## src/rtl/seg7_pkg.sv

```systemverilog
// Shared types and segment constants for the seven-segment scan controller.
// Segment vectors are active-low, ordered {g,f,e,d,c,b,a}.
package seg7_pkg;

  localparam int NUM_DIGITS = 4;
  localparam int IDX_W      = 2;
  localparam int CNT_W      = 16;

  typedef logic [3:0]       bcd_t;
  typedef logic [IDX_W-1:0] idx_t;
  typedef logic [6:0]       seg_t;
  typedef logic [NUM_DIGITS-1:0] an_t;

  localparam seg_t SEG_0     = 7'b1000000;
  localparam seg_t SEG_1     = 7'b1111001;
  localparam seg_t SEG_2     = 7'b0100100;
  localparam seg_t SEG_3     = 7'b0110000;
  localparam seg_t SEG_4     = 7'b0011001;
  localparam seg_t SEG_5     = 7'b0010010;
  localparam seg_t SEG_6     = 7'b0000010;
  localparam seg_t SEG_7     = 7'b1111000;
  localparam seg_t SEG_8     = 7'b0000000;
  localparam seg_t SEG_9     = 7'b0010000;
  localparam seg_t SEG_DASH  = 7'b0111111;
  localparam seg_t SEG_BLANK = 7'b1111111;

  localparam an_t AN_OFF = 4'b1111;

  // Active-low one-cold anode pattern selecting a single digit.
  function automatic an_t an_select(input idx_t idx);
    return ~(an_t'(1) << idx);
  endfunction

endpackage

```

## src/rtl/bcd_to_seg7.sv

```systemverilog
// Combinational 4-bit to seven-segment decoder; codes 10-15 show a dash.
import seg7_pkg::*;

module bcd_to_seg7 (
  input  bcd_t bcd,
  output seg_t seg
);

  always_comb begin
    // NOTE: a default on every path keeps a combinational block from inferring a latch.
    seg = SEG_DASH;
    case (bcd)
      4'd0:    seg = SEG_0;
      4'd1:    seg = SEG_1;
      4'd2:    seg = SEG_2;
      4'd3:    seg = SEG_3;
      4'd4:    seg = SEG_4;
      4'd5:    seg = SEG_5;
      4'd6:    seg = SEG_6;
      4'd7:    seg = SEG_7;
      4'd8:    seg = SEG_8;
      4'd9:    seg = SEG_9;
      default: seg = SEG_DASH;
    endcase
  end

endmodule

```

## src/rtl/seg7_scan_ctrl.sv

```systemverilog
// Four-digit multiplexed seven-segment scan controller with registered outputs.
// Optional leading-zero blanking is compiled in when SEG7_LZ_BLANK_EN is defined.
import seg7_pkg::*;

module seg7_scan_ctrl #(
  parameter int unsigned PRESCALE = 50000
) (
  input  logic       clk,
  input  logic       reset,
  input  logic       load,
  input  logic [3:0] ones,
  input  logic [3:0] tens,
  input  logic [3:0] hundreds,
  input  logic [3:0] thousands,
  output logic [3:0] an,
  output logic [6:0] seg,
  output logic       frame_done
);

  localparam logic [CNT_W-1:0] CNT_LAST = CNT_W'(PRESCALE - 1);

  logic [CNT_W-1:0]             cnt_q, cnt_d;
  idx_t                         idx_q, idx_d;
  bcd_t [NUM_DIGITS-1:0]        shadow_q, shadow_d;
  an_t                          an_q, an_d;
  seg_t                         seg_q, seg_d;
  logic                         frame_done_q, frame_done_d;

  logic tick;
  bcd_t digit_sel;
  seg_t digit_seg;
  logic blank;

  assign tick      = (cnt_q == CNT_LAST);
  assign digit_sel = shadow_q[idx_q];

  bcd_to_seg7 u_dec (
    .bcd (digit_sel),
    .seg (digit_seg)
  );

`ifdef SEG7_LZ_BLANK_EN
  logic [NUM_DIGITS-1:0] is_zero;

  always_comb begin
    for (int i = 0; i < NUM_DIGITS; i++) begin
      is_zero[i] = (shadow_q[i] == 4'd0);
    end
  end

  // A digit blanks only if it and every digit to its left are zero; ones never blanks.
  always_comb begin
    blank = 1'b0;
    case (idx_q)
      2'd1:    blank = &is_zero[3:1];
      2'd2:    blank = &is_zero[3:2];
      2'd3:    blank = is_zero[3];
      default: blank = 1'b0;
    endcase
  end
`else
  assign blank = 1'b0;
`endif

  always_comb begin
    cnt_d    = tick ? '0 : cnt_q + 1'b1;
    idx_d    = tick ? idx_q + 1'b1 : idx_q;
    shadow_d = load ? {thousands, hundreds, tens, ones} : shadow_q;
  end

  // Outputs hold between ticks; the decode reads the shadow value from before this edge.
  always_comb begin
    an_d         = an_q;
    seg_d        = seg_q;
    frame_done_d = 1'b0;
    if (tick) begin
      an_d         = an_select(idx_q);
      seg_d        = blank ? SEG_BLANK : digit_seg;
      frame_done_d = (idx_q == idx_t'(NUM_DIGITS - 1));
    end
  end

  always_ff @(posedge clk) begin
    // NOTE: sequential state uses non-blocking assignments so every flop samples pre-edge values.
    if (reset) begin
      cnt_q        <= '0;
      idx_q        <= '0;
      shadow_q     <= '0;
      an_q         <= AN_OFF;
      seg_q        <= SEG_BLANK;
      frame_done_q <= 1'b0;
    end else begin
      cnt_q        <= cnt_d;
      idx_q        <= idx_d;
      shadow_q     <= shadow_d;
      an_q         <= an_d;
      seg_q        <= seg_d;
      frame_done_q <= frame_done_d;
    end
  end

  assign an         = an_q;
  assign seg        = seg_q;
  assign frame_done = frame_done_q;

endmodule

```

## config.mk

```make
export PLATFORM = sky130hd
export DESIGN_NAME = seg7_scan_ctrl
export DESIGN_NICKNAME = d
export VERILOG_FILES = /design/src/rtl/seg7_pkg.sv /design/src/rtl/bcd_to_seg7.sv /design/src/rtl/seg7_scan_ctrl.sv
export SDC_FILE = /design/constraint.sdc
export NUM_CORES = 1
export LEC_CHECK = 0
export CAP_MARGIN = 25
export CORE_ASPECT_RATIO = 1.25
export CORE_MARGIN = 3
export CORE_UTILIZATION = 48
export CTS_BUF_LIST = sky130_fd_sc_hd__clkbuf_16
export DETAILED_ROUTE_END_ITERATION = 10
export PLACE_DENSITY_LB_ADDON = 0.12
export SYNTH_ARGS = -nofsm -noshare
export SYNTH_HDL_FRONTEND = slang
export SYNTH_SLANG_ARGS = --single-unit
```

## constraint.sdc

```tcl
create_clock -name clk -period 2.42 [get_ports clk]
set_clock_uncertainty 0.15 [all_clocks]
set_input_delay 0.484 -clock clk [delete_from_list [all_inputs] [get_ports clk]]
set_output_delay 0.484 -clock clk [all_outputs]
set_load 0.01 [all_outputs]
```

### Word-level counts from Yosys, hierarchy flattened

Memory sizes are Yosys's and may differ from the RTL's. A register that Yosys moved wholly into a read port is not among the register bits.
Index checks and enable logic that the tools add are counted.

| storage, ports and cells | value |
|---|---|
| output and inout bits | 12 |
| input bits | 19 |
| register bits | 39 |
| memory bits (read-only) | 112 |
| logic and storage cells | 21 |
| memories kept | 1 |

Memories:

| name | depth | bits a word | rd ports | clocked after memory_dff | write ports | line | source |
|---|---|---|---|---|---|---|---|
| (no name shown) | 16 | 7 | 1 | 1 | 0 | bcd_to_seg7.sv:12 | `case (bcd)` |

| operators by class | value |
|---|---|
| add/subtract/negate cells | 2 |
| equal/unequal tests | 2 |
| bitwise logic cells | 2 |
| shift operators | 1 |
| $lt $le $gt $ge | 1 |
| mux-type cells | 2 |
| reduce and logical (&&, ||, !) cells | 2 |

Operators by type and width:

| operator | count |
|---|---|
| 16-bit by 1-bit adder with 16-bit output, second input constant | 1 |
| 16-bit equality test, second input constant | 1 |
| 4-bit binary-select mux with 2-bit select | 1 |
| 4-bit two-way mux | 1 |
| 4-bit NOT | 1 |
| 2-bit OR reduction | 2 |
| 1-bit by 2-bit left shift with 4-bit output, first input constant | 1 |
| 2-bit by 3-bit less-than comparator with 1-bit output, second input constant | 1 |
| 2-bit by 1-bit adder with 2-bit output, second input constant | 1 |
| 2-bit equality test, second input constant | 1 |
| 1-bit NOT | 1 |

### Depth between registers and ports, before layout

Gate-level depths: netlist of run 1.

| depth | value |
|---|---|
| depth after elaboration | 3 |
| gate-level depth with buffers | 8 |
| gate-level depth less buffers | 7 |

### Modules after synthesis

Synthesis of run 1 repeated with hierarchy kept, for this count alone.

| second synthesis, totals | value |
|---|---|
| cell total of the unflattened synthesis | 228 |
| area total of the unflattened synthesis | 2228.4 µm² |

Modules (own cells, without submodules):

| module | sequential area each (µm²) | instances | cells each | area an instance (µm²) |
|---|---|---|---|---|
| seg7_scan_ctrl | 920.9 | 1 | 197 | 1988.2 |
| bcd_to_seg7 | 0.0 | 1 | 31 | 240.2 |

### Worst setup path after synthesis of run 1

Ideal clock, no wire load.

| timing | value |
|---|---|
| path kind | flip-flop to flip-flop |
| from | register idx_q[1] |
| to | register seg_q[3] (netlist: seg[3]) |
| data required time | 2.148 ns |
| library setup time | 0.122 ns |
| arrival time | 2.044 ns |
| slack | 0.105 ns |
| stages on the path, launching flop included | 7 |
| buffers on the path | 1 |
| cell sequence | dfxtp_1 > clkbuf_2 > mux4_1 > ha_1 > and2b_4 > a211o_1 > a221o_1 |

| between the ends | value |
|---|---|
| longest elaborated chain between the ends | 2 |

Ends and longest elaborated chain:

| what | line | source |
|---|---|---|
| from (decl) | seg7_scan_ctrl.sv:23 | `idx_t idx_q, idx_d;` |
| from (signal assigned) | seg7_scan_ctrl.sv:94 | `idx_q <= idx_d;` |
| 4-bit binary-select mux with 2-bit select | seg7_scan_ctrl.sv:35 | `assign digit_sel = shadow_q[idx_q];` |
| 4-bit two-way mux (implied by the code) | seg7_scan_ctrl.sv:35 |  |
| to (decl) | seg7_scan_ctrl.sv:26 | `seg_t seg_q, seg_d;` |

No other way between the ends. The select of a mux whose other input is x is not followed.
A chain may end at the register's enable or synchronous reset.

### Worst setup path in the final report of run 1

Ends and elaborated chain as after synthesis.

==> flow_summary.json, run 1 <==
{
  "status": "completed",
  "max_freq_mhz": 439,
  "cts.sink_count": 46,
  "port_buffers": 30,
  "tightest_slew_ns": 0.455,
  "reg2reg_setup_slack_ns": 0.14,
  "vdd.ir_drop.worst_mv": 0.366,
  "htreeDepth": 2,
  "met3_length_um": 155,
  "ys_ff_latch": 46,
  "fin_util_pct": 62.3,
  "setup_viol": 0,
  "rows": 26,
  "crit_fanout": 5,
  "drt-wirelength-per-cell_um": 13.0,
  "antennaDiodeCount": 0,
  "fin_crit_sh_pct": 94.1,
  "drive_above_1_share_pct": 7.38,
  "drc": 0,
  "met2WireLength_um": 1810,
  "synth_area_per_cell_sq_um": 9.89,
  "cts-root-buf": "clkbuf_16",
  "fin_tns_setup_ns": 0,
  "grt_max_degree": 32,
  "grt-ovfl-total": 0,
  "grt.total_usage_pct": 16.9,
  "path_clk_slew_ns": 0.06,
  "io_pins": 31,
  "min_period_ns": 2.28,
  "ant_nets": 0,
  "worstSkewPairLatency_ns": 0.28,
  "fin_nets": 273,
  "cts_hold_buf": 0,
  "cp.required_ns": 2.44,
  "power.clock.fraction_pct": 41.0,
  "power.density_nw_per_um2": 597,
  "crit_slowest_cell": "mux4_1",
  "drv_slew": 0,
  "cp_data_arrival_time_ns": 2.30,
  "leakagePower_uw": 0.00105,
  "die-area_sq_um": 5200,
  "ctsLongestPathBuffers": 2,
  "max-slew-margin-rel_pct": 69.6,
  "p_sw_uw": 329,
  "cts_tree": "built",
  "holdWs_ns": 0.311,
  "crit_path_end_kind": "flop",
  "dr.pass1.iters": 5,
  "numCtsBuffers": 5,
  "ys_warn_count": 0,
  "drt_iter0_drc": 36,
  "drv_cap": 0,
  "gp_congestion": 0.782,
  "antenna_found_initial": 0,
  "wl_met1_um": 1880,
  "core_sq_um": 4160,
  "p_comb_share_pct": 7.9,
  "path_class": "reg -> reg",
  "top_layer_used": "met4",
  "syn_inst": 212,
  "startpoint_type": "flop",
  "area_delta_synth_final_pct": 23.6,
  "vias": 1561,
  "seq_area_frac_synth_pct": 43.9,
  "swShare_pct": 21.3,
  "rsz0062_at_grt": "false",
  "grt_first_pass_wirelength_um": 6780,
  "ys_types": 40,
  "intPower_uw": 1220,
  "pwr-share-seq_pct": 51.1,
  "routed_wl_um": 3890,
  "fp.dieW_um": 65.1,
  "final-hold-violation-count": 0,
  "hold_path_class": "reg -> reg",
  "grt_pass1_vias": 1500,
  "path_cells": "mux4_1 -> ha_1 -> and2b_4 -> a211o_1 -> a221o_1",
  "critPathMaxStageDelay_ns": 0.66,
  "syn-cell-area_sq_um": 2100,
  "synth_nets": 242,
  "via_per_inst": 5.20,
  "die_h_um": 79.9,
  "initial_utilization_pct": 50.4,
  "dp_hpwl_um": 2740
}
==> critical path, delay by kind of cell, from the launching register on <==
kind | cells | cell delay [ns]
AND/OR/NAND/NOR | 1 | 0.16
AO/OA/AOI/OAI | 2 | 0.57
multiplexers | 1 | 0.66
adder cells (fa/ha/maj) | 1 | 0.22
flip-flops | 1 | 0.41
==> cell usage after synthesis <==
master,instances,area [sq um]
dfxtp_1,46,921
nor2_1,39,146
mux2i_1,17,170
ha_1,11,138
nand3_1,9,45.0
a211o_1,8,70.1
inv_1,8,30.0
xnor2_1,8,70.1
clkbuf_1,7,26.3
a21oi_1,5,25.0
nand4_1,5,31.3
o21ai_0,5,25.0
xor2_1,5,43.8
and3_1,4,25.0
a221o_1,3,30.0
nand2_1,3,11.3
mux4_1,2,52.6
mux4_2,2,45.0
nor3_1,2,10.0
nor4_1,2,12.5
nor4bb_1,2,20.0
a211oi_1,1,7.51
a21o_2,1,8.76
and2_1,1,6.26
and2b_4,1,10.0
buf_1,1,3.75
buf_2,1,5.00
buf_6,1,11.3
clkbuf_2,1,5.00
mux2_2,1,11.3
nand2b_1,1,6.26
nand3b_1,1,7.51
nor3b_1,1,7.51
nor3b_2,1,12.5
nor4b_1,1,8.76
o21bai_1,1,7.51
o41ai_1,1,8.76
or2_1,1,6.26
or3_1,1,6.26
or3b_2,1,8.76
==> metrics by stage <==
stage	total power, uW	setup WS (ns)	cells	instance area (sq um)
after floorplan	883	0.105	212	2100
after global placement	928	0.208	292	2450
after detailed placement	929	0.161	292	2450
after CTS	1570	0.120	300	2590
after global routing	1610	0.00216	300	2590
final	1550	0.143	300	2590
==> path summary, 6_finish.rpt <==
path,start,endpoint,cells after the start
max,idx_q[1],seg[3],5
min,seg[6],seg[6],1
max reg2reg,idx_q[1],seg[3],5
min reg2reg,seg[6],seg[6],1
==> kinds of logic (layout without fill, tap and decap cells) <==
logic type | after synthesis | in the layout | synth area share [%]
AO/OA/AOI/OAI | 25 | 25 | 8.71
XOR/XNOR | 13 | 13 | 5.43
adder cells (fa/ha/maj) | 11 | 11 | 6.56
buffers and inverters | 19 | 51 | 3.88
flip-flops | 46 | 46 | 43.9
multiplexers | 22 | 22 | 13.3
AND/OR/NAND/NOR | 76 | 76 | 18.2
==> power groups by stage <==
stage | Combinational [uW] | Sequential [uW] | Clock (uW)
after floorplan | 80.8 | 803 | 0
after CTS | 124 | 790 | 655
final | 123 | 790 | 634
after global routing | 137 | 792 | 677
after global placement | 121 | 806 | 0
after detailed placement | 122 | 807 | 0
==> area by class of cell <==
class                           count  area [sq um]
Clock inverter                      3          11.3
Clock buffer                        5           125
Inverter                            8          30.0
Tap cell                           56          70.1
Timing Repair Buffer               35           338
Sequential cell                    46           921
Multi-Input combinational cell    147          1100
Fill cell                         391          1570
==> placed cells by master (no fill, tap or decap), types with 8 or more instances in the layout <==
master | Yosys | routed
dfxtp_1 | 46 | 46
nor2_1 | 39 | 39
clkdlybuf4s50_1 | 0 | 30
mux2i_1 | 17 | 17
ha_1 | 11 | 11
nand3_1 | 9 | 9
inv_1 | 8 | 8
a211o_1 | 8 | 8
xnor2_1 | 8 | 8
==> registers in the layout (all words and copies together) (netlist names) <==
register and flops:
an 4, cnt_q 16, frame_done 1, idx_q 2, shadow_q 16, seg 7
==> routing by layer <==
layer	track usage, %	up-vias
met3	4.79	2
met2	26.5	33
met5	0	-
met4	7.26	0
li1	-	806
met1	21.6	720
==> what timing repair did <==
action	4_1_cts	5_1_grt
endpoints found under the hold margin	0	0
setup buffers	0	0
resized for setup	0	1
setup endpoints to repair	0	15
Power figures use the tool's default switching activity.
==> run 2, diff against run 1 <==
- CORE_UTILIZATION: 48 -> 50
- CTS_BUF_LIST: sky130_fd_sc_hd__clkbuf_16 -> sky130_fd_sc_hd__clkbuf_4
==> run 2 against run 1 <==
Register-to-register slack better by 0.03 ns. Clock-buffer cell count stayed put. Utilization is 2.0 points higher. Final area is 3.1% lower. First-iteration DRC count grew to 2.6 times the previous value. Via count is 3.1% higher. Highest routed layer unchanged.
==> flow_summary.json, run 2 (synthesis gave the netlist of run 1 again) <==
{
  "grt.total_usage_pct": 18.5,
  "startpoint_type": "flop",
  "power.density_nw_per_um2": 540,
  "r2r_cells": 6,
  "cts_tree": "built",
  "path_class": "reg -> reg",
  "place_area_sq_um": 2440,
  "die_h_um": 78.4,
  "power_uw": 1360,
  "dr.pass1.iters": 4,
  "cts.sink_count": 46,
  "max_freq_mhz": 444,
  "grt-ovfl-total": 0,
  "grt_first_pass_wirelength_um": 7400,
  "mostFrequentLayoutCells": "dfxtp_1 (45), nor2_1 (39), clkdlybuf4s50_1 (30)",
  "ctsLongestPathBuffers": 2,
  "drv_slew": 0,
  "antenna_found_initial": 0,
  "port_buffers": 30,
  "ant_nets": 0,
  "grt_pass1_vias": 1698,
  "cp.required_ns": 2.54,
  "fin_crit_sh_pct": 93.0,
  "final_area_sq_um": 2510,
  "drc": 0,
  "antennaDiodeCount": 0,
  "die-area_sq_um": 5010,
  "setup_viol": 0,
  "fp.dieW_um": 63.9,
  "cts-root-buf": "clkbuf_4",
  "via_per_inst": 5.44,
  "crit_fanout": 6,
  "fin_tns_setup_ns": 0,
  "gp_congestion": 0.821,
  "crit_path_end_kind": "flop",
  "io_pins": 31,
  "leakagePower_uw": 0.00101,
  "grt_max_degree": 32,
  "rsz0062_at_grt": "false",
  "final-hold-violation-count": 0,
  "core_sq_um": 3910,
  "vias": 1609,
  "hold_path_class": "reg -> reg",
  "layout_commonest_cell": "dfxtp_1",
  "hold_path_depth": 1,
  "fin_nets": 272,
  "min_period_ns": 2.25,
  "layout.cells.non_filler": 296,
  "status": "completed",
  "worstSkewPairLatency_ns": 0.36,
  "htreeDepth": 2,
  "path_clk_slew_ns": 0.13,
  "cts_hold_buf": 0,
  "routed_wl_um": 4230,
  "rows": 25,
  "dpl.cell_count": 289,
  "drt_iter0_drc": 95,
  "drt-wirelength-per-cell_um": 14.3,
  "fin_util_pct": 64.3,
  "drv_cap": 0,
  "tightest_slew_ns": 0.574,
  "initial_utilization_pct": 53.6,
  "dp_hpwl_um": 3170,
  "max-slew-margin-rel_pct": 61.7,
  "area_delta_synth_final_pct": 19.8,
  "numCtsBuffers": 5,
  "cp_data_arrival_time_ns": 2.37,
  "drive_above_1_share_pct": 7.85,
  "vdd.ir_drop.worst_mv": 0.398
}
==> run 2: changes by cell type in the layout (fill, tap and decap cells not counted), sizes merged <==
cell	delta
buf	-1
clkinv	-2
bufinv	+1
==> run 2: worst paths after layout <==
path / startpoint / endpoint / slack, ns
setup / recovery: idx_q[1] / seg[5] / 0.17
setup reg to reg: idx_q[1] / seg[5] / 0.17
hold reg to reg: an[1] / an[1] / 0.33
hold / removal: an[1] / an[1] / 0.33
==> run 2: worst max-delay path: stages, from the launching register on <==
cell and delay (ns):
dfxtp_2 0.42, mux4_2 0.59, inv_1 0.15, ha_1 0.20
nor2_1 0.05, a211o_1 0.28, a221o_1 0.31
==> run 2: stage by stage <==
step                hold WS [ns]  setup slack (ns)
detailed placement         0.304            0.0175
CTS                        0.336            0.0740
global route               0.349            0.0539
floorplan                  0.292             0.105
finish                     0.329             0.168
global placement           0.293             0.142
==> run 2: what timing repair did <==
item / CTS / global route
resized for setup: 1 / 1
setup buffers: 0 / 0
endpoints found under the setup margin: 2 / 1
==> run 2: final cells by class <==
class	instances	area, sq um
Clock inverter	2	33.8
Sequential cell	46	922
Multi-Input combinational cell	147	1090
Inverter	8	30.0
Fill cell	355	1400
Timing Repair Buffer	34	330
Tap cell	54	67.6
Clock buffer	5	37.5
==> run 2: layer usage <==
metal  vias to the layer above  GRT usage, %  wire length [um]
met3                        12          5.29               177
met1                       762          18.2              1560
met4                         0          8.64               116
met5                         -             0                 0
li1                        796             -                 -
met2                        39          35.0              2380
==> run 2: where the power goes <==
part / total [uW] / switching [uW] / internal (uW)
clock network: 441 / 232 / 209
registers: 791 / 13.6 / 777
logic: 126 / 57.4 / 68.4
total: 1360 / 303 / 1050
==> run 3, diff against run 2 <==
- CORE_MARGIN: 3 -> 10
- CORE_UTILIZATION: 50 -> 51
- SYNTH_HIERARCHICAL: default -> 1
==> run 3 against run 2 <==
Clock power increased by 7.0%. Final area grew 4.8%. Combinational power rose by 6%. Global-route usage decreased by 6.0 points. Area after synthesis grew 6.3%. Highest routed layer unchanged. Cell count grew 6.4%. Critical endpoint is now seg[0]. Setup slack better by 0.034 ns. Clock-buffer cell count unchanged. Non-clock buffer count is 1 higher. Sequential share of layout area shrank 1.7 points.
==> flow_summary.json, run 3 <==
{
  "grt_first_pass_wirelength_um": 7590,
  "critPathMaxStageDelay_ns": 0.69,
  "crit_slowest_cell": "mux4_2",
  "routed_wl_um": 4290,
  "initial_utilization_pct": 53.5,
  "cp.required_ns": 2.53,
  "grt_pass1_vias": 1660,
  "synth.area.top_cells": "dfxtp_1 (41%), nor2_1 (8.4%), mux2i_1 (8.1%)",
  "drv_cap": 0,
  "max-slew-margin-rel_pct": 75.3,
  "gp_congestion": 0.798,
  "ys_types": 38,
  "seq_area_frac_synth_pct": 41.3,
  "tightest_slew_ns": 0.370,
  "layout.cells.non_filler": 315,
  "grt_max_degree": 26,
  "mostFrequentLayoutCells": "nor2_1 (50), dfxtp_1 (45), clkdlybuf4s50_1 (30)",
  "path_clk_slew_ns": 0.14,
  "fin_crit_sh_pct": 91.6,
  "use_met1_pct": 13.9,
  "drive_above_1_share_pct": 10.0,
  "vias": 1582,
  "gr-max-usage-layer": "met2",
  "drt-wirelength-per-cell_um": 13.6,
  "core_sq_um": 4160,
  "port_buffers": 30,
  "fp.dieW_um": 79.1,
  "synth_edf_count": 0,
  "crit_fanout": 13,
  "synth_top_flop_cell": "dfxtp_1",
  "synth-async-reset-ratio_pct": 0,
  "drv_slew": 0,
  "area_delta_synth_final_pct": 18.2,
  "max_freq_mhz": 451,
  "drt_iter0_drc": 98,
  "use_met3_pct": 3.45,
  "worstSkewPairLatency_ns": 0.36,
  "layout_commonest_cell": "nor2_1",
  "cts.sink_count": 46,
  "die_h_um": 93.9,
  "ant_nets": 0,
  "numCtsBuffers": 5,
  "path_cells": "mux4_2 -> and2b_1 -> a22oi_1 -> inv_1 -> nor2_1 -> a211o_1",
  "hold_path_class": "reg -> reg",
  "fillerInstances": 393,
  "vdd.ir_drop.worst_mv": 0.346,
  "rsz0062_at_grt": "false",
  "fin_nets": 287,
  "dr.pass1.iters": 4,
  "drc": 0,
  "power.density_nw_per_um2": 529,
  "htreeDepth": 2,
  "antennaDiodeCount": 0,
  "final_area_sq_um": 2630,
  "leakagePower_uw": 0.00105,
  "netlist.area_leader.share_pct": 41.3,
  "multi_input_comb_area_sq_um": 1160,
  "die-area_sq_um": 7430,
  "antenna_found_initial": 0,
  "crit_path_end_kind": "flop",
  "cts-root-buf": "clkbuf_4",
  "cp_data_arrival_time_ns": 2.32,
  "min_period_ns": 2.22,
  "io_pins": 31,
  "grt-ovfl-total": 0,
  "via_per_inst": 5.02,
  "grt.total_usage_pct": 12.5,
  "globalRouteMet2Util_pct": 22.1,
  "synth_area_per_cell_sq_um": 9.77,
  "syn_inst": 228,
  "ys_ff_latch": 46,
  "synth.most_common_cell": "nor2_1",
  "setup_viol": 0,
  "regArea_sq_um": 922,
  "synth.largest_area_cell": "dfxtp_1",
  "fin_tns_setup_ns": 0,
  "synth_nets": 257,
  "synth_common_cells": "nor2_1 (50), dfxtp_1 (46), mux2i_1 (18), inv_1 (17), xnor2_1 (13)",
  "status": "completed",
  "dp_hpwl_um": 3180,
  "cts_tree": "built",
  "startpoint_type": "flop",
  "crit_family": "multiplexers",
  "path_class": "reg -> reg",
  "cts_hold_buf": 0,
  "ctsLongestPathBuffers": 2,
  "syn-cell-area_sq_um": 2230,
  "rows": 26,
  "ys_warn_count": 6,
  "place_area_sq_um": 2550,
  "path_buf_inv": 1,
  "dpl.cell_count": 307,
  "final-hold-violation-count": 0
}
run 3: repair_timing:
item / 4_1_cts / 5_1_grt
setup buffers: 0 / 0
hold endpoints to repair: 0 / 0
endpoints found under the setup margin: 0 / 3
gates resized for setup: 0 / 1
run 3: cell type report:
class / instances / share of cell area (%)
clock buffers: 5 / 1.43
clock inverters: 3 / 1.66
repair buffers: 35 / 12.8
flip-flops and latches: 46 / 35.0
well taps: 56 / 2.66
inverters: 17 / 2.42
multi-input cells: 153 / 44.0
run 3: worst paths after layout:
kind / start / to / slack, ns / cells after the start
max: idx_q[0] / seg[0] / 0.20 / 6
min: cnt_q[0] / cnt_q[0] / 0.33 / 1
max reg2reg: idx_q[0] / seg[0] / 0.20 / 6
min reg2reg: cnt_q[0] / cnt_q[0] / 0.33 / 1
run 3: per-stage QoR:
step	hold WS, ns	total power, uW	setup slack (ns)	util [%]
6_report	0.330	1390	0.202	63.3
5_1_grt	0.354	1460	0.0297	63.3
4_1_cts	0.333	1410	0.141	63.2
3_5_place_dp	0.302	940	0.166	61.3
3_3_place_gp	0.293	939	0.220	61.3
2_1_floorplan	0.279	894	0.123	-
run 3: where the power goes:
group	internal (uW)	total (uW)	leakage, uW	switching [uW]
logic	72.6	133	0.000627	60.4
registers	777	789	0.000375	11.7
clock network	220	472	0.0000456	252
total	1070	1390	0.00105	324
run 3: kinds of logic (layout without fill, tap and decap cells):
kind of cell | count (synthesis) | after routing | synth area share (%)
and+or+nand+nor | 87 | 87 | 21.7
DFF | 46 | 46 | 41.3
buffers and inverters | 29 | 60 | 6.68
muxes | 22 | 22 | 12.1
AOI/OAI and AO/OA | 19 | 19 | 6.63
xor gates and xnor gates | 15 | 15 | 5.90
adders and majority gates | 10 | 10 | 5.61
run 3: worst register-to-register path, delay by kind of cell (launching register included):
| kind | cells | cell delay, ns |
|---|---|---|
| flip-flops | 1 | 0.55 |
| AO/OA/AOI/OAI | 2 | 0.34 |
| multiplexers | 1 | 0.69 |
| AND/OR/NAND/NOR | 2 | 0.31 |
| buffers and inverters | 1 | 0.07 |
run 3: routing by layer:
| metal | vias up | wire, um |
|---|---|---|
| li1 | 827 | - |
| met1 | 732 | 1970 |
| met2 | 19 | 2120 |
| met3 | 4 | 146 |
| met4 | 0 | 57 |
| met5 | - | 0 |
